==> src/rtl/prod_accum.sv <==
// Streaming dot-product accumulator: sums len_i unsigned products, then holds the result until consumed.
// Define PROD_ACCUM_SAT_EN to saturate on overflow (with sticky ovf_o); otherwise the sum wraps modulo 2^ACC_W.
module prod_accum #(
  parameter int ACC_W = 12
) (
  input  logic             clk,
  input  logic             rst_n,
  input  logic [7:0]       prod_i,
  input  logic             prod_valid_i,
  output logic             prod_ready_o,
  input  logic [3:0]       len_i,
  input  logic             clear_i,
  output logic [ACC_W-1:0] acc_o,
  output logic             acc_valid_o,
  input  logic             acc_ready_i,
  output logic             busy_o,
  output logic             ovf_o
);

  typedef enum logic [1:0] {IDLE, ACCUM, DONE} state_t;

  state_t           state_q, state_d;
  logic [ACC_W-1:0] acc_q, acc_d;
  logic [4:0]       cnt_q, cnt_d;
  logic [4:0]       len_q, len_d;
  logic             ovf_q, ovf_d;
  logic             ready_q;
  logic [ACC_W:0]   sum;
  logic             take;

  // Returns {overflow, value}; overflow can only be flagged in saturating builds.
  function automatic logic [ACC_W:0] add_sat(input logic [ACC_W-1:0] a, input logic [7:0] b);
    logic [ACC_W:0] s;
    s = {1'b0, a} + (ACC_W+1)'(b);
`ifdef PROD_ACCUM_SAT_EN
    return s[ACC_W] ? {1'b1, {ACC_W{1'b1}}} : s;
`else
    return {1'b0, s[ACC_W-1:0]};
`endif
  endfunction

  assign take = prod_valid_i & ready_q;
  assign sum  = add_sat(acc_q, prod_i);

  always_comb begin
    state_d = state_q;
    acc_d   = acc_q;
    cnt_d   = cnt_q;
    len_d   = len_q;
    ovf_d   = ovf_q;
    if (clear_i) begin
      state_d = IDLE;
      acc_d   = '0;
      cnt_d   = '0;
      ovf_d   = 1'b0;
    end else begin
      case (state_q)
        IDLE: begin
          if (take) begin
            acc_d   = ACC_W'(prod_i);
            cnt_d   = 5'd1;
            len_d   = (len_i == 4'd0) ? 5'd16 : {1'b0, len_i};
            ovf_d   = 1'b0;
            state_d = (len_d == 5'd1) ? DONE : ACCUM;
          end
        end
        ACCUM: begin
          if (take) begin
            acc_d = sum[ACC_W-1:0];
            ovf_d = ovf_q | sum[ACC_W];
            cnt_d = cnt_q + 5'd1;
            if (cnt_d == len_q) state_d = DONE;
          end
        end
        DONE: begin
          if (acc_ready_i) begin
            state_d = IDLE;
            ovf_d   = 1'b0;
          end
        end
        default: state_d = IDLE;
      endcase
    end
  end

  // Ready is registered from the next state so it drops on the edge that enters DONE.
  always_ff @(posedge clk or negedge rst_n) begin
    if (!rst_n) begin
      state_q <= IDLE;
      acc_q   <= '0;
      cnt_q   <= '0;
      len_q   <= '0;
      ovf_q   <= 1'b0;
      ready_q <= 1'b0;
    end else begin
      state_q <= state_d;
      acc_q   <= acc_d;
      cnt_q   <= cnt_d;
      len_q   <= len_d;
      ovf_q   <= ovf_d;
      ready_q <= (state_d != DONE);
    end
  end

  assign prod_ready_o = ready_q;
  assign acc_o        = acc_q;
  assign acc_valid_o  = (state_q == DONE);
  assign busy_o       = (state_q != IDLE);
  assign ovf_o        = ovf_q;

endmodule

==> config.mk <==
export PLATFORM = sky130hd
export DESIGN_NAME = prod_accum
export DESIGN_NICKNAME = d
export VERILOG_FILES = /design/src/rtl/prod_accum.sv
export SDC_FILE = /design/constraint.sdc
export NUM_CORES = 1
export LEC_CHECK = 0
export BUFFER_PORTS_ARGS = -buffer_cell sky130_fd_sc_hd__buf_2
export CORE_MARGIN = 2
export CORE_UTILIZATION = 49
export DETAILED_ROUTE_END_ITERATION = 8
export GPL_TIMING_DRIVEN = 0
export PLACE_DENSITY = 0.75
export SLEW_MARGIN = 20
export SYNTH_ARGS = -nofsm -noshare
export SYNTH_HDL_FRONTEND = slang
export SYNTH_SLANG_ARGS = --single-unit
==> constraint.sdc <==
create_clock -name clk -period 1.95 [get_ports clk]
set_input_delay 0.0975 -clock clk [delete_from_list [all_inputs] [get_ports clk]]
set_output_delay 0.0975 -clock clk [all_outputs]
set_load 0.02 [all_outputs]
Word level (Yosys, flattened, before mapping)
Index checks and enable logic that the tools add are counted.
{"block": "totals", "register_bits": 26, "latchBits": 0, "ram_bits": 0, "mem_bits_ro": 0, "output_inout_bits": 16, "elab_cells": 46, "mem_count": 0}
{"block": "op_classes", "add_sub_neg": 2, "mul": 0, "n_div": 0, "magnitude_cmp": 0, "n_eq_ne": 8, "shifts": 0, "mux": 20, "n_bitwise": 2, "n_reduce_logical": 8}
{"cell": "$mux W12", "n": 3}
{"cell": "$pmux W12 S2", "n": 1}
{"cell": "$mux W5", "n": 4}
{"cell": "$add A12 B8 Y12", "n": 1}
{"cell": "$mux W2", "n": 6}
{"cell": "$pmux W5 S2", "n": 1}
{"cell": "$reduce_and A3 Y1", "n": 3}
{"cell": "$ne A3 B3 Y1 const B", "n": 2}
{"cell": "$pmux W2 S3", "n": 1}
{"cell": "$reduce_bool A3 Y1", "n": 2}
{"cell": "$add A5 B1 Y5 const B", "n": 1}
{"cell": "$eq A5 B1 Y1 const B", "n": 1}
{"cell": "$eq A5 B5 Y1", "n": 1}
{"cell": "$logic_not A4 Y1", "n": 1}
{"cell": "$mux W1", "n": 3}
{"cell": "$ne A3 B2 Y1 const B", "n": 1}
{"cell": "$eq A2 B1 Y1 const B", "n": 1}
{"cell": "$eq A2 B2 Y1 const B", "n": 1}
{"cell": "$logic_not A2 Y1", "n": 1}
{"cell": "$ne A2 B2 Y1 const B", "n": 1}
{"cell": "$pmux W1 S2", "n": 1}
{"cell": "$reduce_bool A2 Y1", "n": 1}
{"cell": "$and A1 B1 Y1", "n": 1}
{"cell": "$not A1 Y1", "n": 1}

Logic depth before layout (Yosys ltp)
Gate-level depths: netlist of the first run.
{"block": "depth", "ltp_word": 8, "mapped_depth": 9, "mapped_depth_nobuf": 9}

Worst setup path before layout of the first run
No wires, ideal clock.
{"block": "synth_path", "path_kind": "reg2reg", "from": "reg acc_q[0], in the netlist acc_o[0]", "to": "reg acc_q[10], in the netlist acc_o[10]", "setup_time_ns": 0.123, "t_arrival_ns": 1.884, "required_time_ns": 1.827, "setup_slack_ns": -0.057, "stages_incl_launch_ff": 10, "synth_period_minus_slack_ns": 2.007, "cell_sequence": "dfrtp_1 > ha_1 > inv_1 > fa_1 > nand2b_2 > a21oi_4 > o2111ai_2 > a21oi_2 > xnor2_1 > o21ai_1"}
{"block": "synth_between", "elab_chain_len": 4}
{"item": "from (decl)", "line_no": "23", "rtl": "logic [ACC_W-1:0] acc_q, acc_d;"}
{"item": "from (signal assigned)", "line_no": "90", "rtl": "acc_q <= '0;"}
{"item": "from (signal assigned)", "line_no": "97", "rtl": "acc_q <= acc_d;"}
{"item": "$add A12 B8 Y12", "line_no": "34", "rtl": "s = {1'b0, a} + (ACC_W+1)'(b);"}
{"item": "$mux W12", "line_no": "68", "rtl": "if (take) begin"}
{"item": "$pmux W12 S2", "line_no": "57", "rtl": "case (state_q)"}
{"item": "$mux W12", "line_no": "51", "rtl": "if (clear_i) begin"}
Every way passes these cells. The select of a mux whose other input is x is not followed.
A chain may end at the register's enable or synchronous reset.

Worst setup path after layout of the first run
{"block": "layout_path", "from": "reg acc_q[1], in the netlist acc_o[1]", "to": "reg acc_q[11], in the netlist acc_o[11]"}
Same word-level chain as after synthesis.

==> flow_metrics.env, run 1 <==
export IMPL_wl_per_cell_um=13.2
export IMPL_cts_tree="yes"
export IMPL_grt_start_max_net_pins=26
export IMPL_io_pins=33
export IMPL_cp_required_ns=2.17
export IMPL_power_frac_seq_pct=48.0
export IMPL_numCtsBuffers=3
export IMPL_cp_cell_sequence="ha_1, a21oi_1, o22ai_2, a221oi_2, nor2_1, xnor2_1, o21ai_1"
export IMPL_drt_iter0_markers=95
export IMPL_antenna_cells=0
export IMPL_synth_top_area_share_pct=38.8
export IMPL_final_common_cell="buf_2"
export IMPL_drt_first_pass_iters=4
export IMPL_synth_main_ff_cell="dfrtp_1"
export IMPL_hold_path_depth=3
export IMPL_p_leak_nw=0.888
export IMPL_htree_levels=1
export IMPL_grt_busiest_layer="met2"
export IMPL_finalCriticalPeriod_ns=1.87
export IMPL_setup_viol=0
export IMPL_fin_crit_sh_pct=96.2
export IMPL_finClkSkew_ns=0.00402
export IMPL_numPortBuffers=31
export IMPL_ys_seq_area_share_pct=38.8
export IMPL_synth_avg_cell_area_um2=9.59
export IMPL_power_frac_comb_pct=33.6
export IMPL_path_class="reg -> reg"
export IMPL_whs_ns=0.0334
export IMPL_cts_root_buf="clkbuf_4"
export IMPL_reg2reg_slack_ns=0.08
export IMPL_ant_nets=0
export IMPL_synth_edf_count=0
export IMPL_syn_num_nets=195
export IMPL_grt_pass1_vias=1287
export IMPL_grt_util_met2_pct=33.7
export IMPL_tightest_slew_ns=0.570
export IMPL_finalPower_mw=1.27
export IMPL_gr_total_overflow=0
export IMPL_num_vias=1351
export IMPL_viasPerCell=5.38
export IMPL_switching_power_mw=0.433
export IMPL_rsz0062_at_grt="yes"
export IMPL_place_congestion=0.895
export IMPL_final_max_slew_viol_count=0
export IMPL_cp_depth=7
export IMPL_hpwl_um=2530
export IMPL_gr_usage_met3_pct=3.99
export IMPL_p_int_mw=0.833
export IMPL_drive_gt1_share_pct=32.4
export IMPL_initial_utilization_pct=51.9
export IMPL_drcViolationCount=0
export IMPL_synth_seq_cells=25
export IMPL_synthTopCellsByArea="dfrtp_1, ha_1, xnor2_1"
export IMPL_cts_buffer_depth=2
export IMPL_cp_num_buf_inv=0
export IMPL_clk_pin_slew_worst_paths_ns=0.13
export IMPL_p_per_area_nw_per_um2=660
export IMPL_fin_nets=235
export IMPL_r2r_cells=7
export IMPL_end_kind="register"
export IMPL_syn_area_um2=1610
export IMPL_totalWireLength_um=3320
export IMPL_cp_max_fo=4
export IMPL_grt_first_pass_wirelength_um=5560
export IMPL_reg2reg_to="acc_o[11]"
export IMPL_yosysWarnings=0
export IMPL_vdd_ir_drop_max_mv=0.390
export IMPL_die_h_um=61.4
export IMPL_finalHoldViolCount=0
export IMPL_clock_fmax_mhz=533
export IMPL_final_cell_mix="buf_2, dfrtp_1, nand2_1"
export IMPL_track_usage_pct=19.9
export IMPL_netlist_instances=168
export IMPL_async_reset_ff_share_pct=100
export IMPL_clkLatencyLatePin_ns=0.32
export IMPL_status="finished clean"
export IMPL_hp_class="in -> reg"
export IMPL_p_sw_share_pct=34.2
export IMPL_rows=20
export IMPL_yosysUniqueCellTypes=46
export IMPL_p_clk_share_pct=18.4
export IMPL_rr_startpoint="acc_o[1]"
export IMPL_slowest_stage="dfrtp_1"
export IMPL_drv_cap=0
export IMPL_area_growth_pct=19.1
export IMPL_slew_headroom_pct=62.0
export IMPL_max_stage_delay_ns=0.43
export IMPL_crit_family="compound AO/OA/AOI/OAI gates"
export IMPL_die_area_um2=3760
export IMPL_crit_path_start_kind="register"
export IMPL_die_width_um=61.4
export IMPL_crit_arrival_ns=2.09
export IMPL_coreArea_um2=3100
export IMPL_grtUsageMet1_pct=25.7
export IMPL_cp_startpoint="acc_o[1]"
export IMPL_antenna_found_initial=0
export IMPL_yosysTopAreaCell="dfrtp_1"
export IMPL_cts_sinks=25
export IMPL_cp_endpoint="acc_o[11]"
-- synth_stat cells, types with 2 or more instances --
master / count
a21oi_2: 2
buf_4: 2
mux2_2: 5
nor3_1: 3
nor2_2: 2
buf_2: 3
o21ai_1: 3
o31ai_1: 2
o21a_1: 2
nand3_1: 4
a32oi_1: 2
ha_1: 9
nand2b_1: 2
a21oi_1: 9
xnor2_1: 10
nand2_1: 21
xor2_1: 5
mux2i_1: 2
o21ai_2: 2
o21ai_0: 13
nor2_1: 9
a22oi_1: 2
inv_1: 7
dfrtp_1: 25
-- flip-flops by register name, indices dropped and copies added, names as in the netlist --
| name | flops |
|---|---|
| state_q | 2 |
| cnt_q | 5 |
| prod_ready_o | 1 |
| len_q | 5 |
| acc_o | 12 |
-- power groups by stage --
stage	Clock (mW)	Sequential (mW)	Combinational, mW
after floorplan	0	0.635	0.274
after global placement	0	0.614	0.390
after global routing	0.272	0.615	0.473
after CTS	0.242	0.608	0.424
after detailed placement	0	0.619	0.403
final	0.233	0.608	0.425
-- tightest hold or removal path, stage by stage --
cell and delay [ns]:
buf_2 0.09, a22oi_1 0.07, o21ai_0 0.07
-- stage by stage --
stage	TNS (ns)	std cells	worst slack, ns	cell area [um^2]	util (%)
2_1_floorplan	0	168	0.00605	1610	-
3_3_place_gp	-0.0247	243	-0.0247	1820	58.8
3_5_place_dp	-0.0990	243	-0.0950	1820	58.8
4_1_cts	0	250	0.0180	1910	61.4
5_1_grt	-0.0839	251	-0.0381	1920	61.9
6_report	0	251	0.0750	1920	61.9
-- kinds of logic (layout without fill, tap and decap cells) --
logic type,after synthesis,in the layout,share of synthesized area (%)
fa+ha+maj,10,10,8.23
buf+inv,12,51,3.49
compound gates,48,48,21.1
flops,25,25,38.8
mux,7,7,4.74
other cells,1,1,0.233
xor+xnor,15,15,8.15
simple gates,50,50,15.2
-- metal layers --
layer	vias up	wire, um	part of all wire [%]
met1	642	1500	45
met4	0	40	1.2
met5	-	0	0
met3	6	149	4.5
li1	669	-	-
met2	34	1630	49
-- repair_timing --
item	4_1_cts	5_1_grt
hold buffers	1	1
endpoints found under the setup margin	2	3
hold endpoints to repair	25	1
pin swaps	3	5
buffers inserted	2	0
cloned	0	0
resized for setup	5	2
-- worst min path at each step --
stage / startpoint / to
global route: len_i[3] / len_q[3]
detailed placement: rst_n / len_q[1]
CTS: prod_i[4] / acc_o[4]
finish: prod_i[6] / acc_o[6]
global placement: rst_n / len_q[4]
floorplan: rst_n / acc_o[0]
-- cell type report --
class | count | area, um^2
fillers | 281 | 1180
multi-input cells | 131 | 965
flip-flops and latches | 25 | 627
repair buffers | 35 | 190
well taps | 44 | 55.1
plain buffers | 5 | 30.0
clock buffers | 4 | 26.3
inverters | 7 | 26.3
Note: power is estimated with default switching activity, not from simulation.
==> run 2: changes to the inputs <==
- REMOVE_ABC_BUFFERS: default -> 1
==> run 2 against run 1 <==
  * Die area did not move
  * First-iteration DRC count decreased by 52%
  * Final area shrank 3.4%
  * Setup slack worse by 0.060 ns
  * Clock-buffer cell count did not move
  * Wire length rose by 6.2%
  * Clock power increased by 2%
  * Critical endpoint is now acc_o[10]
  * Hold slack got worse by 0.016 ns
  * Fmax shrank 3.1%
  * Critical path type unchanged
==> flow_metrics.env, run 2 (synthesis gave the netlist of run 1 again) <==
export IMPL_tightest_slew_ns=0.711
export IMPL_drv_cap=0
export IMPL_final_cell_mix="buf_2, dfrtp_1, nand2_1"
export IMPL_coreArea_um2=3100
export IMPL_hpwl_um=2620
export IMPL_cts_tree="yes"
export IMPL_whs_ns=0.0174
export IMPL_track_usage_pct=21.3
export IMPL_grt_util_met2_pct=41.0
export IMPL_numCtsBuffers=3
export IMPL_gr_usage_met3_pct=4.41
export IMPL_num_vias=1345
export IMPL_rsz0062_at_grt="yes"
export IMPL_fin_util_pct=59.8
export IMPL_power_frac_comb_pct=32.4
export IMPL_finalPower_mw=1.26
export IMPL_cp_startpoint="acc_o[0]"
export IMPL_area_growth_pct=15.1
export IMPL_status="finished clean"
export IMPL_largest_register_ffs=12
export IMPL_final_max_slew_viol_count=0
export IMPL_clock_fmax_mhz=517
export IMPL_clkLatencyLatePin_ns=0.32
export IMPL_die_h_um=61.4
export IMPL_setup_viol=0
export IMPL_cp_required_ns=2.17
export IMPL_drive_gt1_share_pct=28.5
export IMPL_crit_arrival_ns=2.15
export IMPL_place_congestion=0.856
export IMPL_cts_sinks=25
export IMPL_antenna_cells=0
export IMPL_fin_crit_sh_pct=99.3
export IMPL_drcViolationCount=0
export IMPL_rr_startpoint="acc_o[0]"
export IMPL_rows=20
export IMPL_vdd_ir_drop_max_mv=0.448
export IMPL_final_common_cell="buf_2"
export IMPL_grtUsageMet1_pct=24.2
export IMPL_fin_nets=228
export IMPL_totalWireLength_um=3530
export IMPL_p_int_mw=0.822
export IMPL_path_class="reg -> reg"
export IMPL_end_kind="register"
export IMPL_p_per_area_nw_per_um2=680
export IMPL_die_width_um=61.4
export IMPL_grt_start_max_net_pins=26
export IMPL_cp_max_fo=3
export IMPL_cts_root_buf="clkbuf_4"
export IMPL_p_leak_nw=0.857
export IMPL_min_from="prod_i[4]"
export IMPL_finalCriticalPeriod_ns=1.94
export IMPL_finClkSkew_ns=0.0102
export IMPL_p_sw_share_pct=34.8
export IMPL_io_pins=33
export IMPL_slew_headroom_pct=52.5
export IMPL_numPortBuffers=31
export IMPL_cts_buffer_depth=2
export IMPL_drt_iter0_markers=46
export IMPL_crit_path_start_kind="register"
export IMPL_finalHoldViolCount=0
export IMPL_initial_utilization_pct=51.9
export IMPL_ant_nets=0
export IMPL_htree_levels=1
export IMPL_grt_busiest_layer="met2"
export IMPL_die_area_um2=3760
export IMPL_power_frac_seq_pct=48.8
export IMPL_grt_first_pass_wirelength_um=5930
export IMPL_gr_total_overflow=0
export IMPL_drt_first_pass_iters=4
export IMPL_wl_per_cell_um=14.4
export IMPL_p_clk_share_pct=18.8
export IMPL_clk_pin_slew_worst_paths_ns=0.14
export IMPL_hp_class="in -> reg"
export IMPL_antenna_found_initial=0
export IMPL_switching_power_mw=0.439
export IMPL_grt_pass1_vias=1354
export IMPL_viasPerCell=5.51
==> run 2: changes by cell type in the layout (fill, tap and decap cells not counted), sizes merged <==
| cell | delta |
|---|---|
| buf | -6 |
| dlygate4sd3 | -1 |
==> run 2: per-layer routing <==
metal / share of wire [%] / vias to the layer above
met5: 0 / -
met4: 0.96 / 0
met1: 42 / 650
met3: 3.9 / 4
li1: - / 657
met2: 53 / 34
==> run 2: per-stage QoR <==
step / setup TNS, ns / std cells / worst slack, ns / area [um^2]
3_3_place_gp: -0.0307 / 238 / -0.0307 / 1790
6_report: 0 / 244 / 0.0146 / 1850
5_1_grt: -0.162 / 244 / -0.0799 / 1850
3_5_place_dp: -0.0735 / 238 / -0.0735 / 1790
2_1_floorplan: -0.0633 / 163 / -0.0633 / 1580
4_1_cts: -0.0287 / 243 / -0.0287 / 1840
==> run 2: final timing paths <==
check | endpoint | slack, ns | cells after the start
setup / recovery | acc_o[10] | 0.01 | 9
hold / removal | acc_o[4] | 0.02 | 2
setup reg to reg | acc_o[10] | 0.01 | 9
hold reg to reg | cnt_q[4] | 0.53 | 2
max in group asynchronous | cnt_q[1] | 1.28 | 2
min in group asynchronous | acc_o[4] | 0.28 | 2
==> run 2: critical path, cell delays in order, from the launching register on <==
cell and delay [ns]:
dfrtp_1 0.39, ha_1 0.17, inv_1 0.06, fa_2 0.35, nand2b_4 0.17, a21oi_4 0.18, o2111ai_4 0.14, a21oi_2 0.17
xnor2_1 0.13, o21ai_1 0.07
==> run 2: final cells by class <==
type,instances,area [um^2]
Inverter,7,26.3
Fill cell,297,1250
Multi-Input combinational cell,131,948
Clock buffer,4,26.3
Tap cell,44,55.1
Timing Repair Buffer,33,173
Sequential cell,25,626
==> run 2: repair_timing <==
item / in CTS / in global routing
hold buffers: 1 / 0
buffers inserted: 0 / 1
endpoints found under the setup margin: 2 / 4
pin swaps: 2 / 2
hold endpoints to repair: 25 / 0
resized for setup: 2 / 1
==> run 2: power groups by stage <==
stage | Clock, mW | Combinational (mW) | Sequential (mW)
final | 0.237 | 0.408 | 0.615
after global routing | 0.268 | 0.451 | 0.622
after CTS | 0.245 | 0.402 | 0.615
after detailed placement | 0 | 0.393 | 0.625
after global placement | 0 | 0.374 | 0.621
after floorplan | 0 | 0.261 | 0.640
